`config.mk`:
```
export PLATFORM = sky130hd
export DESIGN_NAME = fix_session_scheduler
export DESIGN_NICKNAME = d
export VERILOG_FILES = /design/src/rtl/fix_sched_pkg.sv /design/src/rtl/fix_hb_timer.sv /design/src/rtl/fix_session_scheduler.sv
export SDC_FILE = /design/constraint.sdc
export NUM_CORES = 1
export LEC_CHECK = 0
export CAP_MARGIN = 25
export CORE_MARGIN = 2
export CORE_UTILIZATION = 30
export DETAILED_ROUTE_END_ITERATION = 16
export REMOVE_ABC_BUFFERS = 1
export SLEW_MARGIN = 20
export SYNTH_ARGS = -nofsm -noshare
export SYNTH_HDL_FRONTEND = slang
export SYNTH_HIERARCHICAL = 1
export SYNTH_SLANG_ARGS = --single-unit
```
`constraint.sdc`:
```
create_clock -name clk -period 3.36 [get_ports clk]
set_clock_uncertainty 0.05 [all_clocks]
set_input_delay 0.672 -clock clk [delete_from_list [all_inputs] [get_ports clk]]
set_output_delay 0.672 -clock clk [all_outputs]
set_load 0.005 [all_outputs]
```
`src/rtl/fix_sched_pkg.sv`:
```
// Shared definitions for the FIX session scheduler and the message builder:
// FSM state encoding and the 4-bit admin message type codes.
package fix_sched_pkg;

    typedef enum logic [2:0] {
        S_IDLE,
        S_LOGON_ST,
        S_LOGON_WT,
        S_ACTIVE,
        S_HB_ST,
        S_HB_WT,
        S_LOGOUT_ST,
        S_LOGOUT_WT
    } sched_state_t;

    localparam logic [3:0] MSG_NONE      = 4'b0000;
    localparam logic [3:0] MSG_LOGON     = 4'b0001;
    localparam logic [3:0] MSG_HEARTBEAT = 4'b0010;
    localparam logic [3:0] MSG_LOGOUT    = 4'b0100;

    // True while a message has been started and the builder has not yet finished it.
    function automatic logic is_wait_state(input sched_state_t s);
        return (s == S_LOGON_WT) || (s == S_HB_WT) || (s == S_LOGOUT_WT);
    endfunction

endpackage

```
`src/rtl/fix_hb_timer.sv`:
```
// Heartbeat interval timer: holds the interval captured at logon and a
// saturating cycle counter. Expiry is flagged combinationally when the counter
// reaches interval-1; an interval of zero never expires.
module fix_hb_timer #(
    parameter int TIMER_WIDTH = 32
) (
    input  logic                   clk,
    input  logic                   rst,
    input  logic                   load,
    input  logic [TIMER_WIDTH-1:0] period,
    input  logic                   clear,
    input  logic                   enable,
    output logic                   expired
);

    logic [TIMER_WIDTH-1:0] per_reg;
    logic [TIMER_WIDTH-1:0] cnt_reg;

    // Interval capture and saturating count; clear wins over enable.
    always_ff @(posedge clk) begin
        if (!rst) begin
            per_reg <= '0;
            cnt_reg <= '0;
        end else begin
            if (load) begin
                per_reg <= period;
            end
            if (clear) begin
                cnt_reg <= '0;
            end else if (enable && (cnt_reg != '1)) begin
                cnt_reg <= cnt_reg + TIMER_WIDTH'(1);
            end
        end
    end

    assign expired = (per_reg != '0) && (cnt_reg == per_reg - TIMER_WIDTH'(1));

endmodule

```
`src/rtl/fix_session_scheduler.sv`:
```
// FIX session sequencer: chooses the next admin message (logon, heartbeat,
// logout), pulses msg_start_o, holds type/sequence number until the builder
// reports done, then advances MsgSeqNum (wrapping all-ones -> 1).
// Optional feature: define FIX_SCHED_WATCHDOG_EN to abort a message that the
// builder does not finish within WD_CYCLES cycles of its start pulse.
module fix_session_scheduler
    import fix_sched_pkg::*;
#(
    parameter int SEQ_WIDTH   = 32,
    parameter int TIMER_WIDTH = 32
`ifdef FIX_SCHED_WATCHDOG_EN
    ,
    parameter int WD_CYCLES   = 4096
`endif
) (
    input  logic                   clk,
    input  logic                   rst,
    input  logic                   logon_req_i,
    input  logic                   logout_req_i,
    input  logic [TIMER_WIDTH-1:0] hb_period_i,
    input  logic                   msg_done_i,
    output logic                   msg_start_o,
    output logic [3:0]             msg_type_o,
    output logic [SEQ_WIDTH-1:0]   seq_num_o,
    output logic                   busy_o,
    output logic                   session_active_o,
    output logic                   timeout_o
);

    sched_state_t           state_reg;
    logic                   logout_pending_reg;
    logic                   in_wait;
    logic                   done_in_wait;
    logic                   hb_load;
    logic                   hb_expired;
    logic                   timeout_fire;
    logic [SEQ_WIDTH-1:0]   seq_next;

    assign in_wait      = is_wait_state(state_reg);
    assign done_in_wait = in_wait && msg_done_i;
    assign hb_load      = (state_reg == S_IDLE) && logon_req_i;
    // Sequence number 0 is never emitted.
    assign seq_next     = (seq_num_o == '1) ? SEQ_WIDTH'(1) : seq_num_o + SEQ_WIDTH'(1);

    fix_hb_timer #(
        .TIMER_WIDTH(TIMER_WIDTH)
    ) u_hb_timer (
        .clk     (clk),
        .rst     (rst),
        .load    (hb_load),
        .period  (hb_period_i),
        .clear   (done_in_wait || hb_load),
        .enable  (state_reg == S_ACTIVE),
        .expired (hb_expired)
    );

`ifdef FIX_SCHED_WATCHDOG_EN
    localparam int WD_W = $clog2(WD_CYCLES + 1);
    logic [WD_W-1:0] wd_cnt_reg;
    logic            in_start;

    assign in_start     = (state_reg == S_LOGON_ST) || (state_reg == S_HB_ST) ||
                          (state_reg == S_LOGOUT_ST);
    assign timeout_fire = in_wait && !msg_done_i && (wd_cnt_reg == WD_W'(WD_CYCLES - 1));

    // Count cycles since the start pulse; idle outside a message in flight.
    always_ff @(posedge clk) begin
        if (!rst) begin
            wd_cnt_reg <= '0;
            timeout_o  <= 1'b0;
        end else begin
            timeout_o <= timeout_fire;
            if (in_start) begin
                wd_cnt_reg <= WD_W'(1);
            end else if (in_wait) begin
                wd_cnt_reg <= wd_cnt_reg + WD_W'(1);
            end else begin
                wd_cnt_reg <= '0;
            end
        end
    end
`else
    assign timeout_fire = 1'b0;
    assign timeout_o    = 1'b0;
`endif

    // Session FSM with registered outputs; a watchdog abort overrides the case.
    always_ff @(posedge clk) begin
        if (!rst) begin
            state_reg          <= S_IDLE;
            msg_start_o        <= 1'b0;
            msg_type_o         <= MSG_NONE;
            seq_num_o          <= SEQ_WIDTH'(1);
            busy_o             <= 1'b0;
            session_active_o   <= 1'b0;
            logout_pending_reg <= 1'b0;
        end else begin
            msg_start_o <= 1'b0;
            unique case (state_reg)
                S_IDLE: begin
                    if (logon_req_i) begin
                        state_reg   <= S_LOGON_ST;
                        msg_start_o <= 1'b1;
                        msg_type_o  <= MSG_LOGON;
                        busy_o      <= 1'b1;
                    end
                end
                S_LOGON_ST: begin
                    state_reg <= S_LOGON_WT;
                    if (logout_req_i) logout_pending_reg <= 1'b1;
                end
                S_LOGON_WT: begin
                    if (logout_req_i) logout_pending_reg <= 1'b1;
                    if (msg_done_i) begin
                        seq_num_o        <= seq_next;
                        state_reg        <= S_ACTIVE;
                        session_active_o <= 1'b1;
                        busy_o           <= 1'b0;
                        msg_type_o       <= MSG_NONE;
                    end
                end
                S_ACTIVE: begin
                    if (logout_req_i || logout_pending_reg) begin
                        state_reg          <= S_LOGOUT_ST;
                        msg_start_o        <= 1'b1;
                        msg_type_o         <= MSG_LOGOUT;
                        busy_o             <= 1'b1;
                        logout_pending_reg <= 1'b0;
                    end else if (hb_expired) begin
                        state_reg   <= S_HB_ST;
                        msg_start_o <= 1'b1;
                        msg_type_o  <= MSG_HEARTBEAT;
                        busy_o      <= 1'b1;
                    end
                end
                S_HB_ST: begin
                    state_reg <= S_HB_WT;
                    if (logout_req_i) logout_pending_reg <= 1'b1;
                end
                S_HB_WT: begin
                    if (msg_done_i) begin
                        seq_num_o <= seq_next;
                        if (logout_pending_reg || logout_req_i) begin
                            // Logout queued behind the heartbeat goes out straight away.
                            state_reg          <= S_LOGOUT_ST;
                            msg_start_o        <= 1'b1;
                            msg_type_o         <= MSG_LOGOUT;
                            logout_pending_reg <= 1'b0;
                        end else begin
                            state_reg  <= S_ACTIVE;
                            busy_o     <= 1'b0;
                            msg_type_o <= MSG_NONE;
                        end
                    end else if (logout_req_i) begin
                        logout_pending_reg <= 1'b1;
                    end
                end
                S_LOGOUT_ST: begin
                    state_reg <= S_LOGOUT_WT;
                end
                S_LOGOUT_WT: begin
                    if (msg_done_i) begin
                        seq_num_o          <= seq_next;
                        state_reg          <= S_IDLE;
                        session_active_o   <= 1'b0;
                        busy_o             <= 1'b0;
                        msg_type_o         <= MSG_NONE;
                        logout_pending_reg <= 1'b0;
                    end
                end
                default: begin
                    state_reg <= S_IDLE;
                end
            endcase
            if (timeout_fire) begin
                state_reg          <= S_IDLE;
                busy_o             <= 1'b0;
                msg_type_o         <= MSG_NONE;
                session_active_o   <= 1'b0;
                logout_pending_reg <= 1'b0;
            end
        end
    end

endmodule

```
==> results of run 1 <==
==> routing by layer <==
metal	GRT usage [%]	vias up	wire, um
met2	25.94	102	7438
li1	-	2802	-
met5	0	-	0
met3	4.719	21	911
met4	4.320	0	252
met1	19.55	2552	7681
==> metrics by stage <==
step	cell area (sq um)	setup TNS, ns	power, W
after floorplan	5916	-205.58	0.001873
after global placement	7606	-0.6632	0.002223
after detailed placement	7606	-0.8725	0.002228
after CTS	7980	-0.03193	0.003391
after global routing	8055	-0.5772	0.003552
final	8055	0	0.003367
==> Yosys cell counts, types with 3 or more instances <==
cell / number
sky130_fd_sc_hd__dfxtp_1: 106
sky130_fd_sc_hd__nor2_1: 87
sky130_fd_sc_hd__xnor2_1: 50
sky130_fd_sc_hd__xor2_1: 39
sky130_fd_sc_hd__mux2i_1: 37
sky130_fd_sc_hd__nor2b_1: 37
sky130_fd_sc_hd__nand3_1: 32
sky130_fd_sc_hd__clkbuf_1: 28
sky130_fd_sc_hd__nand2_1: 28
sky130_fd_sc_hd__a21oi_1: 25
sky130_fd_sc_hd__nor3_1: 23
sky130_fd_sc_hd__nand4_1: 21
sky130_fd_sc_hd__nor4_1: 17
sky130_fd_sc_hd__o21ai_0: 17
sky130_fd_sc_hd__and4_1: 14
sky130_fd_sc_hd__inv_1: 13
sky130_fd_sc_hd__or3_1: 13
sky130_fd_sc_hd__and3_1: 11
sky130_fd_sc_hd__or4_1: 10
sky130_fd_sc_hd__nand2b_1: 9
sky130_fd_sc_hd__and2_1: 5
sky130_fd_sc_hd__o211ai_1: 5
sky130_fd_sc_hd__a31oi_1: 4
sky130_fd_sc_hd__ha_1: 4
sky130_fd_sc_hd__nand4b_1: 4
sky130_fd_sc_hd__a21o_1: 3
sky130_fd_sc_hd__buf_1: 3
sky130_fd_sc_hd__buf_2: 3
sky130_fd_sc_hd__buf_4: 3
sky130_fd_sc_hd__buf_6: 3
sky130_fd_sc_hd__nor3b_1: 3
sky130_fd_sc_hd__nor4_2: 3
sky130_fd_sc_hd__nor4b_1: 3
sky130_fd_sc_hd__o31ai_1: 3
==> layout make-up <==
cell class              count  area (sq um)  share of cell area [%]
clock inverters             7         93.84                   1.165
repair buffers            156          1380                   17.13
flip-flops and latches    106          2123                   26.36
well taps                 270         337.8                   4.194
clock buffers               9         225.2                   2.796
multi-input cells         556          3846                   47.75
inverters                  13         48.80                  0.6058
==> worst max-delay path: cells and delay by family (launching register included) <==
kind | cells | cell delay (ns)
buffers and inverters | 1 | 0.17
and+or+nand+nor | 5 | 1.60
DFF | 1 | 0.33
muxes | 2 | 0.45
AOI/OAI and AO/OA | 4 | 0.65
==> path summary, 6_finish.rpt <==
| path | from | end | slack, ns | depth (start not counted) |
|---|---|---|---|---|
| max | u_hb_timer/per_reg[17] | busy_o | 0.009 | 12 |
| min | msg_type_o[1] | msg_type_o[1] | 0.44 | 2 |
| max reg2reg | u_hb_timer/per_reg[17] | busy_o | 0.009 | 12 |
| min reg2reg | msg_type_o[1] | msg_type_o[1] | 0.44 | 2 |
==> cells in the final DEF, fill, tap and decap left out, types with 19 or more instances in the layout <==
cell type                         instances
sky130_fd_sc_hd__dfxtp_1                105
sky130_fd_sc_hd__nor2_1                  86
sky130_fd_sc_hd__buf_4                   78
sky130_fd_sc_hd__clkdlybuf4s50_1         74
sky130_fd_sc_hd__xnor2_1                 49
sky130_fd_sc_hd__xor2_1                  39
sky130_fd_sc_hd__nor2b_1                 37
sky130_fd_sc_hd__mux2i_1                 37
sky130_fd_sc_hd__nand3_1                 32
sky130_fd_sc_hd__nand2_1                 28
sky130_fd_sc_hd__a21oi_1                 25
sky130_fd_sc_hd__nand4_1                 21
sky130_fd_sc_hd__nor3_1                  19
==> cells by family after synthesis <==
family	share of synthesized area, %
compound gates	9.346
other cells	0.06143
xor+xnor	12.77
buf+inv	3.956
fa+ha+maj	0.9838
simple gates	31.69
mux	6.436
flops	34.76
==> power by group <==
group / internal [W] / switching, W / total (W)
clock: 0.000601 / 0.000526 / 0.00113
combinational: 0.000464 / 0.000435 / 0.000899
sequential: 0.00131 / 0.0000346 / 0.00134
==> repair_timing <==
item / CTS / global route
buffers inserted: 2 / 1
endpoints found under the setup margin: 6 / 7
pin swaps: 14 / 9
resized for setup: 12 / 14
gates cloned: 0 / 0
==> out/summary.md, run 1 <==
The run finished with clean final reports. During placement, the flow inserted port buffers numbering 74. For the number of placed instances with taps included, the log shows 1098.

The clock drives 106 sinks. TritonCTS built the clock tree. The total I/O pin count was 77; the post-place setup slack was -0.3033 ns. At the later pin of the worst-skew pair, clock insertion delay measures 0.36 ns. The share of flip-flops with an asynchronous set or reset after synthesis came out at 0%. The placeable core region came out at 0.02010 sq mm. The max-slew violation count is 0. The per-instance average area after synthesis came out at 8.538 sq um. Across the run, the number of max-cap violations was 0. Global routing used 15.58% of the available tracks across all layers. The timing-limited maximum frequency is 0.2984 GHz. In the final design database the tool counted 883 nets. Clock tree synthesis inserted a total of 9 buffers. Counting the fill cells in the layout gives 2019. The largest fanout on the critical path was 4; the average vias per placed instance was 4.903. The placer congestion estimate was 0.8323; the vertical die dimension was 146.7 um. STA classifies the critical path startpoint as a flop.

Data arrives at the worst endpoint at 3.56 ns. For the first-pass GRT wire length, the log shows 27240 um. Transition time at the pin with the least slew margin: 0.6495 ns. The run gives 34.76% as the sequential area share after synthesis. Among all stages on the critical path, the largest delay is contributed by sky130_fd_sc_hd__or4_4.

The path class of the tightest hold or removal check is flop to flop. The final hold slack came out at 0.4358 ns. The routed via count is 5477, and the overall die width is 146.7 um.

After clock tree synthesis, the clock-pin slew on the worst setup and hold paths is 0.08 ns. The number of detailed-routing iterations run before antenna repair was 5. The via count of the first global-routing pass is 5523, and the mean routed wirelength per cell is 14.58 um. The top cell type's share of synthesized area was 34.76%; the maximum vdd drop was 0.2504 mV. For this run the aggregate overflow at the end of global routing stands at 0. Total routed wirelength: 16280 um. The core utilization of the finished layout was 40.07%; the power per cell area was 418.0 mW/mm^2. The critical path is of the flop to flop type. The final number of hold-violating endpoints was 0; the total of endpoints with negative setup slack in the final report was 0. Walking the worst path, the cells encountered are or4_4 > or4_4 > nor3_4 > mux2_4 > mux2i_1 > a21oi_1 > nor4_2 > buf_4 > nor3_4 > a22oi_2 > o21ai_2 > o221a_2. By area the synthesized netlist is led by sky130_fd_sc_hd__dfxtp_1 (35%), sky130_fd_sc_hd__xnor2_1 (7.2%), sky130_fd_sc_hd__mux2i_1 (6.1%).

The number of hold buffers added after CTS was 0. The tools report the count of unique library cells instantiated by Yosys as 73. The maximum cell stage delay along the critical path works out to 0.58 ns. The wire-length estimate of the detail-placed layout is 12200 um. The logs give 0 for the DRC violation count after routing and 52 for the number of standard-cell rows in the floorplan. Fraction of final layout cells sized beyond drive strength 1: 16.06%. Synthesis produced 715 cells. The area growth from synthesis to layout is 31.95%. sky130_fd_sc_hd__dfxtp_1 takes more of the synthesized area than any other cell. Number of antenna violations at the first check in global routing: 0. The tree is rooted in a sky130_fd_sc_hd__clkbuf_16. The post-route minimum period is 3.351 ns, and the pin count of the biggest net entering global routing is 33.

The type of destination of the critical path was a flop. The run gives 0.008795 ns as the least setup slack across all paths after layout. The run gives 6 as the total of warnings raised by yosys. The worst pin sits at a relative slew slack of 56.25%. The leakage power of the design was 2.846 nW; the post-synthesis register bit count was 106. Setup repair after global routing could not meet its margin everywhere. The residual antenna-violating net count after detailed routing is 0.

CTS built an H-tree with a depth of 3. The final critical path takes up 99.74% of the cycle. The dominant synthesized flop cell is sky130_fd_sc_hd__dfxtp_1.

At the worst endpoint, the required time is 3.57 ns. The initial utilization of the core area, before any placement, comes to 30.36%. The number of antenna diodes in the final layout is 0.

Counting flops with a built-in enable in the synthesized netlist gives 0. For this block, the initial DRC count from the detailed router was 257. The finished layout holds 1117 standard cells, fillers aside. The mapped netlist covers 0.006105 sq mm.

The logs give 2 for the worst-case clock buffer depth and 0.02151 sq mm for the floorplan die area.
Note: power is estimated with default switching activity, not from simulation.
==> inputs of run 2 (changes only) <==
CELL_PAD_IN_SITES_DETAIL_PLACEMENT = 1   (was unset)
CELL_PAD_IN_SITES_GLOBAL_PLACEMENT = 1   (was unset)
PLACE_DENSITY_LB_ADDON = 0.1   (was unset)
==> out/summary.md, run 2 (synthesis results as in run 1) <==
The run finished, with violations left. The final reports fail on negative setup slack. For the net switching power, the log shows 0.001045 W (was 0.0009962 W).

The logs give 32.9% (was 33.5%) for the power share of the clock group and 9 (unchanged) for the clock buffer count from CTS. Root cell of the clock tree: sky130_fd_sc_hd__clkbuf_16 (unchanged). TritonCTS built the clock tree. For the number of violations of the max-capacitance limit, the log shows 0 (unchanged). The placed wire-length estimate came out at 14670 um (was 12200 um). The class of the worst hold path is flop to flop (unchanged). The logs give 0.4100 ns (was 0.4358 ns) for the final hold slack and 895 (was 883) for the net count reported at finish. The period utilization is 104.8% (was 99.74%), and the post-route minimum period is 3.522 ns (was 3.351 ns). The tools report the part of the total power dissipated in combinational logic as 28.4% (was 26.7%).

The vertical die dimension was 146.7 um (unchanged); the total global-route track usage was 18.55% (was 15.58%). The average vias per placed instance was 5.084 (was 4.903). The largest fanout on the critical path is 3 (was 4), and the overall die width is 146.7 um (unchanged). Total negative slack for setup checks: -0.8924 ns (was 0 ns). The tools report the via count of the first global-routing pass as 6166 (was 5523). For the placer congestion estimate, the log shows 0.8481 (was 0.8323). The number of detailed-routing iterations run before antenna repair is 6 (was 5), and the least setup slack across all paths after layout is -0.1617 ns (was 0.008795 ns).

The worst endpoint required time is 3.57 ns (about the same), and the sequential share of power is 38.7% (was 39.8%). Critical path start-end classification: flop to flop (unchanged). Most frequent cells in the layout: sky130_fd_sc_hd__dfxtp_1 (104), sky130_fd_sc_hd__buf_4 (89), sky130_fd_sc_hd__nor2_1 (85) (was sky130_fd_sc_hd__dfxtp_1 (105), sky130_fd_sc_hd__nor2_1 (86), sky130_fd_sc_hd__buf_4 (78)).

The number of hold buffers added after cts was 0 (unchanged). For the global route total overflow, the log shows 0 (unchanged). The antenna diode count is 0 (unchanged). The CTS H-tree depth was 3 (unchanged). The logs give 19690 um (was 16280 um) for the total routed wirelength and 0.002468 W (was 0.002371 W) for the internal power summed over all cells. The relative area change from synthesis to final layout works out to 35.15% (was 31.95%). The most common cell after layout, fill and taps aside is sky130_fd_sc_hd__dfxtp_1 (unchanged). The transition time at the pin with the least slew margin is 0.7141 ns (was 0.6495 ns), and the mean routed wirelength per cell is 17.46 um (was 14.58 um). Kind of start point of the critical path: a flop (unchanged). The run gives 0.007636 sq mm (was 0.007606 sq mm) as the placed instance area.

The run gives 0.2840 GHz (was 0.2984 GHz) as the timing-limited maximum frequency. Total I/O pin count: 77 (unchanged). The logs give 35 (was 33) for the pin count of the biggest net entering global routing and 0.2372 mV (was 0.2504 mV) for the maximum vdd drop. For the number of design-rule violations left by the first detailed-router iteration, the log shows 203 (was 257). The tools report the leakage power of the design as 2.938 nW (was 2.846 nW).

Setup repair after global routing could not meet its margin everywhere. The tools report the type of destination of the critical path as a flop (unchanged). The clock slew seen by the registers of the worst setup and hold paths was 0.07 ns (was 0.08 ns). Count of port buffers added during placement: 74 (unchanged). The run gives 0 (unchanged) as the DRC violation count after routing. For the first-pass GRT wire length, the log shows 31930 um (was 27240 um). The fraction of final layout cells sized beyond drive strength 1 is 18.65% (was 16.06%). The tools report the floorplan die area as 0.02151 sq mm (unchanged). Placeable core region: 0.02010 sq mm (unchanged). The max-slew violation count is 0 (unchanged), and the number of antenna violations at the first check in global routing is 0 (unchanged). The tools report the normalized max-slew margin as 52.33% (was 56.25%).

The routed via count was 5735 (was 5477); the power per cell area was 425.8 mW/mm^2 (was 418.0 mW/mm^2). The fraction of power spent switching nets was 29.75% (was 29.59%); the post-place setup slack was -0.3822 ns (was -0.3033 ns). The CTS sink count is 106 (unchanged). The worst-case clock buffer depth is 2 (unchanged), and the final number of hold-violating endpoints is 0 (unchanged). The initial core utilization is 30.36% (unchanged).

The final standard cell area without fillers is 0.008250 sq mm (was 0.008055 sq mm). The later-pin clock latency in the skew report is 0.36 ns (about the same). The arrival time at the worst endpoint was 3.73 ns (was 3.56 ns); the number of standard-cell rows in the floorplan was 52 (unchanged). The tools report the residual antenna-violating net count after detailed routing as 0 (unchanged).

The total of endpoints with negative setup slack in the final report came out at 7 (was 0).
run 2: changes by cell type in the layout (fill, tap and decap cells not counted), sizes merged:
cell and delta:
bufinv +1, clkbuf +1, buf +12, clkinvlp -1, clkinv +1, inv -3
run 2: worst paths after layout:
kind | startpoint | endpoint | slack, ns | depth (start not counted)
max | u_hb_timer/per_reg[4] | busy_o | -0.16 | 13
min | msg_type_o[1] | msg_type_o[1] | 0.41 | 2
max reg2reg | u_hb_timer/per_reg[4] | busy_o | -0.16 | 13
min reg2reg | msg_type_o[1] | msg_type_o[1] | 0.41 | 2
run 2: power by group through the flow:
stage                     sequential, W  combinational [W]  clock [W]
after floorplan                 0.00140           0.000478          0
after global placement          0.00138           0.000857          0
after detailed placement        0.00138           0.000884          0
after CTS                       0.00136           0.000945    0.00119
after global routing            0.00137            0.00108    0.00124
final                           0.00136           0.000997    0.00116
run 2: metrics by stage:
stage | instances | total power, W | util, %
CTS | 1123 | 0.003491 | 40.18
global route | 1128 | 0.003691 | 41.04
global placement | 1102 | 0.002239 | 37.98
finish | 1128 | 0.003513 | 41.04
detailed placement | 1102 | 0.002269 | 37.98
floorplan | 675 | 0.001873 | -
run 2: worst max-delay path: stages, from the launching register on:
cell,delay [ns]
sky130_fd_sc_hd__dfxtp_2,0.32
sky130_fd_sc_hd__or4_4,0.58
sky130_fd_sc_hd__buf_6,0.16
sky130_fd_sc_hd__o31a_1,0.25
sky130_fd_sc_hd__or4b_4,0.52
sky130_fd_sc_hd__nand3_2,0.08
sky130_fd_sc_hd__and4_1,0.22
sky130_fd_sc_hd__o2111ai_2,0.15
sky130_fd_sc_hd__nor4_2,0.29
sky130_fd_sc_hd__buf_4,0.18
sky130_fd_sc_hd__nor3_4,0.04
sky130_fd_sc_hd__a22oi_2,0.21
sky130_fd_sc_hd__o21ai_2,0.11
sky130_fd_sc_hd__o221a_2,0.27
run 2: what timing repair did:
item                                   CTS  global route
pin swaps                               16            19
setup endpoints to repair                7             7
gates resized for setup                 21            26
endpoints found under the hold margin    0             0
setup buffers                            6             5
run 2: routing by layer:
layer	routed length, um	vias up	GRT usage (%)
li1	-	2825	-
met1	8915	2808	22.82
met2	9846	79	32.98
met3	460	23	2.375
met4	467	0	6.990
met5	0	-	0
run 2: area by class of cell:
| class | count | area, sq um |
|---|---|---|
| inverter | 13 | 48.80 |
| clock inverter | 5 | 78.83 |
| tap | 270 | 337.8 |
| fill | 2344 | 11850 |
| timing repair buffer | 168 | 1474 |
| sequential | 106 | 2125 |
| clock buffer | 10 | 229.0 |
| multi-input combinational | 556 | 3958 |
==> inputs of run 3 (changes only) <==
==> constraint.sdc (replaced) <==
create_clock -name clk -period 3.36 [get_ports clk]
set_clock_uncertainty 0.05 [all_clocks]
set_input_delay 0.84 -clock clk [delete_from_list [all_inputs] [get_ports clk]]
set_output_delay 0.84 -clock clk [all_outputs]
set_load 0.005 [all_outputs]
==> out/summary.md, run 3 (synthesis results as in run 1) <==
The flow ran to the end, but the final reports show violations. Violated checks: negative setup slack (unchanged). The most common cell after layout, fill and taps aside was sky130_fd_sc_hd__dfxtp_1 (unchanged).

The worst setup path endpoint was msg_type_o[0] (was busy_o). The reg-to-reg endpoint is msg_type_o[0] (was busy_o). The depth of the worst register-to-register path is 15 (was 13), and the power per cell area is 424.8 mW/mm^2 (was 425.8 mW/mm^2).

The launch instance of the worst register-to-register path is u_hb_timer/per_reg[9] (was u_hb_timer/per_reg[4]). The period utilization was 104.9% (was 104.8%). The part of the total power dissipated in combinational logic is 28.7% (was 28.4%), and the DRC violation count after routing is 0 (unchanged). Residual antenna-violating net count after detailed routing: 0 (unchanged).

The number of detailed-routing iterations run before antenna repair is 4 (was 6), and the maximum cell stage delay along the critical path is 0.54 ns (was 0.58 ns). Setup repair after global routing could not meet its margin everywhere. The fraction of final layout cells sized beyond drive strength 1 was 18.27% (was 18.65%). The logs give 19800 um (was 19690 um) for the total routed wirelength and 0 (unchanged) for the final number of hold-violating endpoints. The average vias per placed instance is 5.109 (was 5.084), and the maximum vdd drop is 0.2273 mV (was 0.2372 mV). The later-pin clock latency in the skew report is 0.37 ns (was 0.36 ns). The mean routed wirelength per cell is 17.62 um (was 17.46 um). Number of standard-cell rows in the floorplan: 52 (unchanged). The tools report the worst setup path startpoint as u_hb_timer/per_reg[9] (was u_hb_timer/per_reg[4]). The fraction of power spent switching nets was 31.07% (was 29.75%). TritonCTS built the clock tree. The CTS sink count is 106 (unchanged), and the total of endpoints with negative setup slack in the final report is 8 (was 7). The number of violations of the max-capacitance limit is 0 (unchanged), and the number of cells on the worst hold path is 2 (unchanged).

The logs give -0.1632 ns (was -0.1617 ns) for the least setup slack across all paths after layout and -0.16 ns (about the same) for the reg2reg setup slack. Standard cell with the maximum stage delay on the critical path: sky130_fd_sc_hd__or4_4 (unchanged). The relative area change from synthesis to final layout came out at 34.72% (was 35.15%).

The total global-route track usage was 18.66% (was 18.55%). The tools report the root cell of the clock tree as sky130_fd_sc_hd__clkbuf_16 (unchanged). The fill cell instance count of the final layout was 2334 (was 2344).

The clock slew seen by the registers of the worst setup and hold paths is 0.08 ns (was 0.07 ns). The vertical die dimension came out at 146.7 um (unchanged). The class of the worst hold path is flop to flop (unchanged).

The max-slew violation count was 0 (unchanged). The pin count of the biggest net entering global routing is 35 (unchanged). The clock buffer count from CTS was 9 (unchanged); the largest fanout on the critical path was 3 (unchanged). The run gives 14730 um (was 14670 um) as the placed wire-length estimate.

The sequential share of power came out at 38.9% (was 38.7%). The floorplan die area is 0.02151 sq mm (unchanged). The type of destination of the critical path is a flop (unchanged).

The count of port buffers added during placement is 74 (unchanged). The normalized max-slew margin was 55.65% (was 52.33%). Kind of start point of the critical path: a flop (unchanged).

The CTS H-tree depth was 3 (unchanged). The transition time at the pin with the least slew margin is 0.6643 ns (was 0.7141 ns). Series of cell instances along the critical path: or4_4 > buf_6 > nor4_4 > xnor2_1 > or3_4 > nor4_4 > o2111ai_2 > nor4_2 > buf_4 > nor3_4 > buf_6 > o21bai_4 > a22oi_2 > a21oi_2 > nor2_1 (was or4_4 > buf_6 > o31a_1 > or4b_4 > nand3_2 > and4_1 > o2111ai_2 > nor4_2 > buf_4 > nor3_4 > a22oi_2 > o21ai_2 > o221a_2). The tools report the global route total overflow as 0 (unchanged). For the initial core utilization, the log shows 30.36% (unchanged).

The net count reported at finish was 890 (was 895); the timing-limited maximum frequency was 0.2838 GHz (was 0.2840 GHz). The routed via count came out at 5743 (was 5735). The internal power summed over all cells was 0.002408 W (was 0.002468 W). The tools report the arrival time at the worst endpoint as 3.73 ns (about the same). The total I/O pin count was 77 (unchanged). The critical path start-end classification is flop to flop (unchanged). The logs give 2.900 nW (was 2.938 nW) for the leakage power of the design and 6132 (was 6166) for the via count of the first global-routing pass. Most frequent cells in the layout: sky130_fd_sc_hd__dfxtp_1 (102), sky130_fd_sc_hd__nor2_1 (85), sky130_fd_sc_hd__buf_4 (81) (was sky130_fd_sc_hd__dfxtp_1 (104), sky130_fd_sc_hd__buf_4 (89), sky130_fd_sc_hd__nor2_1 (85)). The worst-case clock buffer depth is 2 (unchanged), and the total power after layout is 0.003493 W (was 0.003513 W). The tools report the power share of the clock group as 32.4% (was 32.9%).

The worst endpoint required time is 3.57 ns (about the same). The logs give 0 (unchanged) for the number of antenna violations at the first check in global routing and -0.4060 ns (was -0.3822 ns) for the post-place setup slack. The number of design-rule violations left by the first detailed-router iteration is 204 (was 203). The placer congestion estimate is 0.8459 (was 0.8481), and the overall die width is 146.7 um (unchanged).

Core utilization of the finished layout: 40.91% (was 41.04%). For the first-pass GRT wire length, the log shows 32050 um (was 31930 um). The net switching power was 0.001086 W (was 0.001045 W); the placeable core region was 0.02010 sq mm (unchanged). For the antenna diode count, the log shows 0 (unchanged).

The post-route minimum period was 3.523 ns (was 3.522 ns).
run 3: changes by cell type in the layout (fill, tap and decap cells not counted), sizes merged:
cell	change
bufinv	-1
clkinvlp	+2
buf	-5
inv	+1
clkinv	-1
run 3: layout make-up:
cell class	count	area (sq um)	area share, %
Clock buffer	10	229.0	2.784
Clock inverter	6	73.82	0.8976
Inverter	13	48.80	0.5933
Multi-Input combinational cell	556	3960	48.15
Sequential cell	106	2127	25.86
Tap cell	270	337.8	4.108
Timing Repair Buffer	163	1448	17.60
run 3: what timing repair did:
action                     in CTS  in global routing
setup buffers                   6                  5
pin swaps                      19                 13
cloned                          0                  0
gates resized for setup        24                 29
setup endpoints to repair       8                  8
hold buffers                    0                  0
run 3: worst min-delay path by stage:
stage / startpoint / endpoint / slack, ns
floorplan: msg_type_o[1] / msg_type_o[1] / 0.40
global placement: msg_type_o[1] / msg_type_o[1] / 0.40
detailed placement: msg_type_o[1] / msg_type_o[1] / 0.40
CTS: msg_type_o[1] / msg_type_o[1] / 0.42
global route: msg_type_o[1] / msg_type_o[1] / 0.45
finish: msg_type_o[1] / msg_type_o[1] / 0.41
run 3: layer usage:
metal	global-route usage, %	wire length (um)	up-vias
met4	4.709	346	0
met1	22.81	8878	2834
met2	33.36	10020	74
li1	-	-	2810
met5	0	0	-
met3	3.906	558	25
run 3: power groups by stage:
stage / sequential [W] / clock (W) / combinational [W]
global placement: 0.00138 / 0 / 0.000851
finish: 0.00136 / 0.00113 / 0.00100
floorplan: 0.00140 / 0 / 0.000478
detailed placement: 0.00139 / 0 / 0.000877
global route: 0.00137 / 0.00122 / 0.00109
CTS: 0.00136 / 0.00117 / 0.000938
run 3: worst max-delay path: cells and delay by family (launching register included):
| family | cells | cell delay, ns |
|---|---|---|
| buffers and inverters | 3 | 0.46 |
| AOI/OAI and AO/OA | 4 | 0.55 |
| and+or+nand+nor | 7 | 1.91 |
| xor gates and xnor gates | 1 | 0.11 |
| DFF | 1 | 0.33 |
run 3: per-stage QoR:
| step | instances | instance area [sq um] | hold WS (ns) | setup TNS [ns] |
|---|---|---|---|---|
| 5_1_grt | 1124 | 8224 | 0.4503 | -2.357 |
| 3_3_place_gp | 1097 | 7599 | 0.4005 | -1.732 |
| 4_1_cts | 1119 | 8036 | 0.4152 | -0.1491 |
| 6_report | 1124 | 8224 | 0.4144 | -0.9747 |
| 3_5_place_dp | 1097 | 7599 | 0.3987 | -1.571 |
| 2_1_floorplan | 675 | 5916 | 0.4027 | -216.67 |
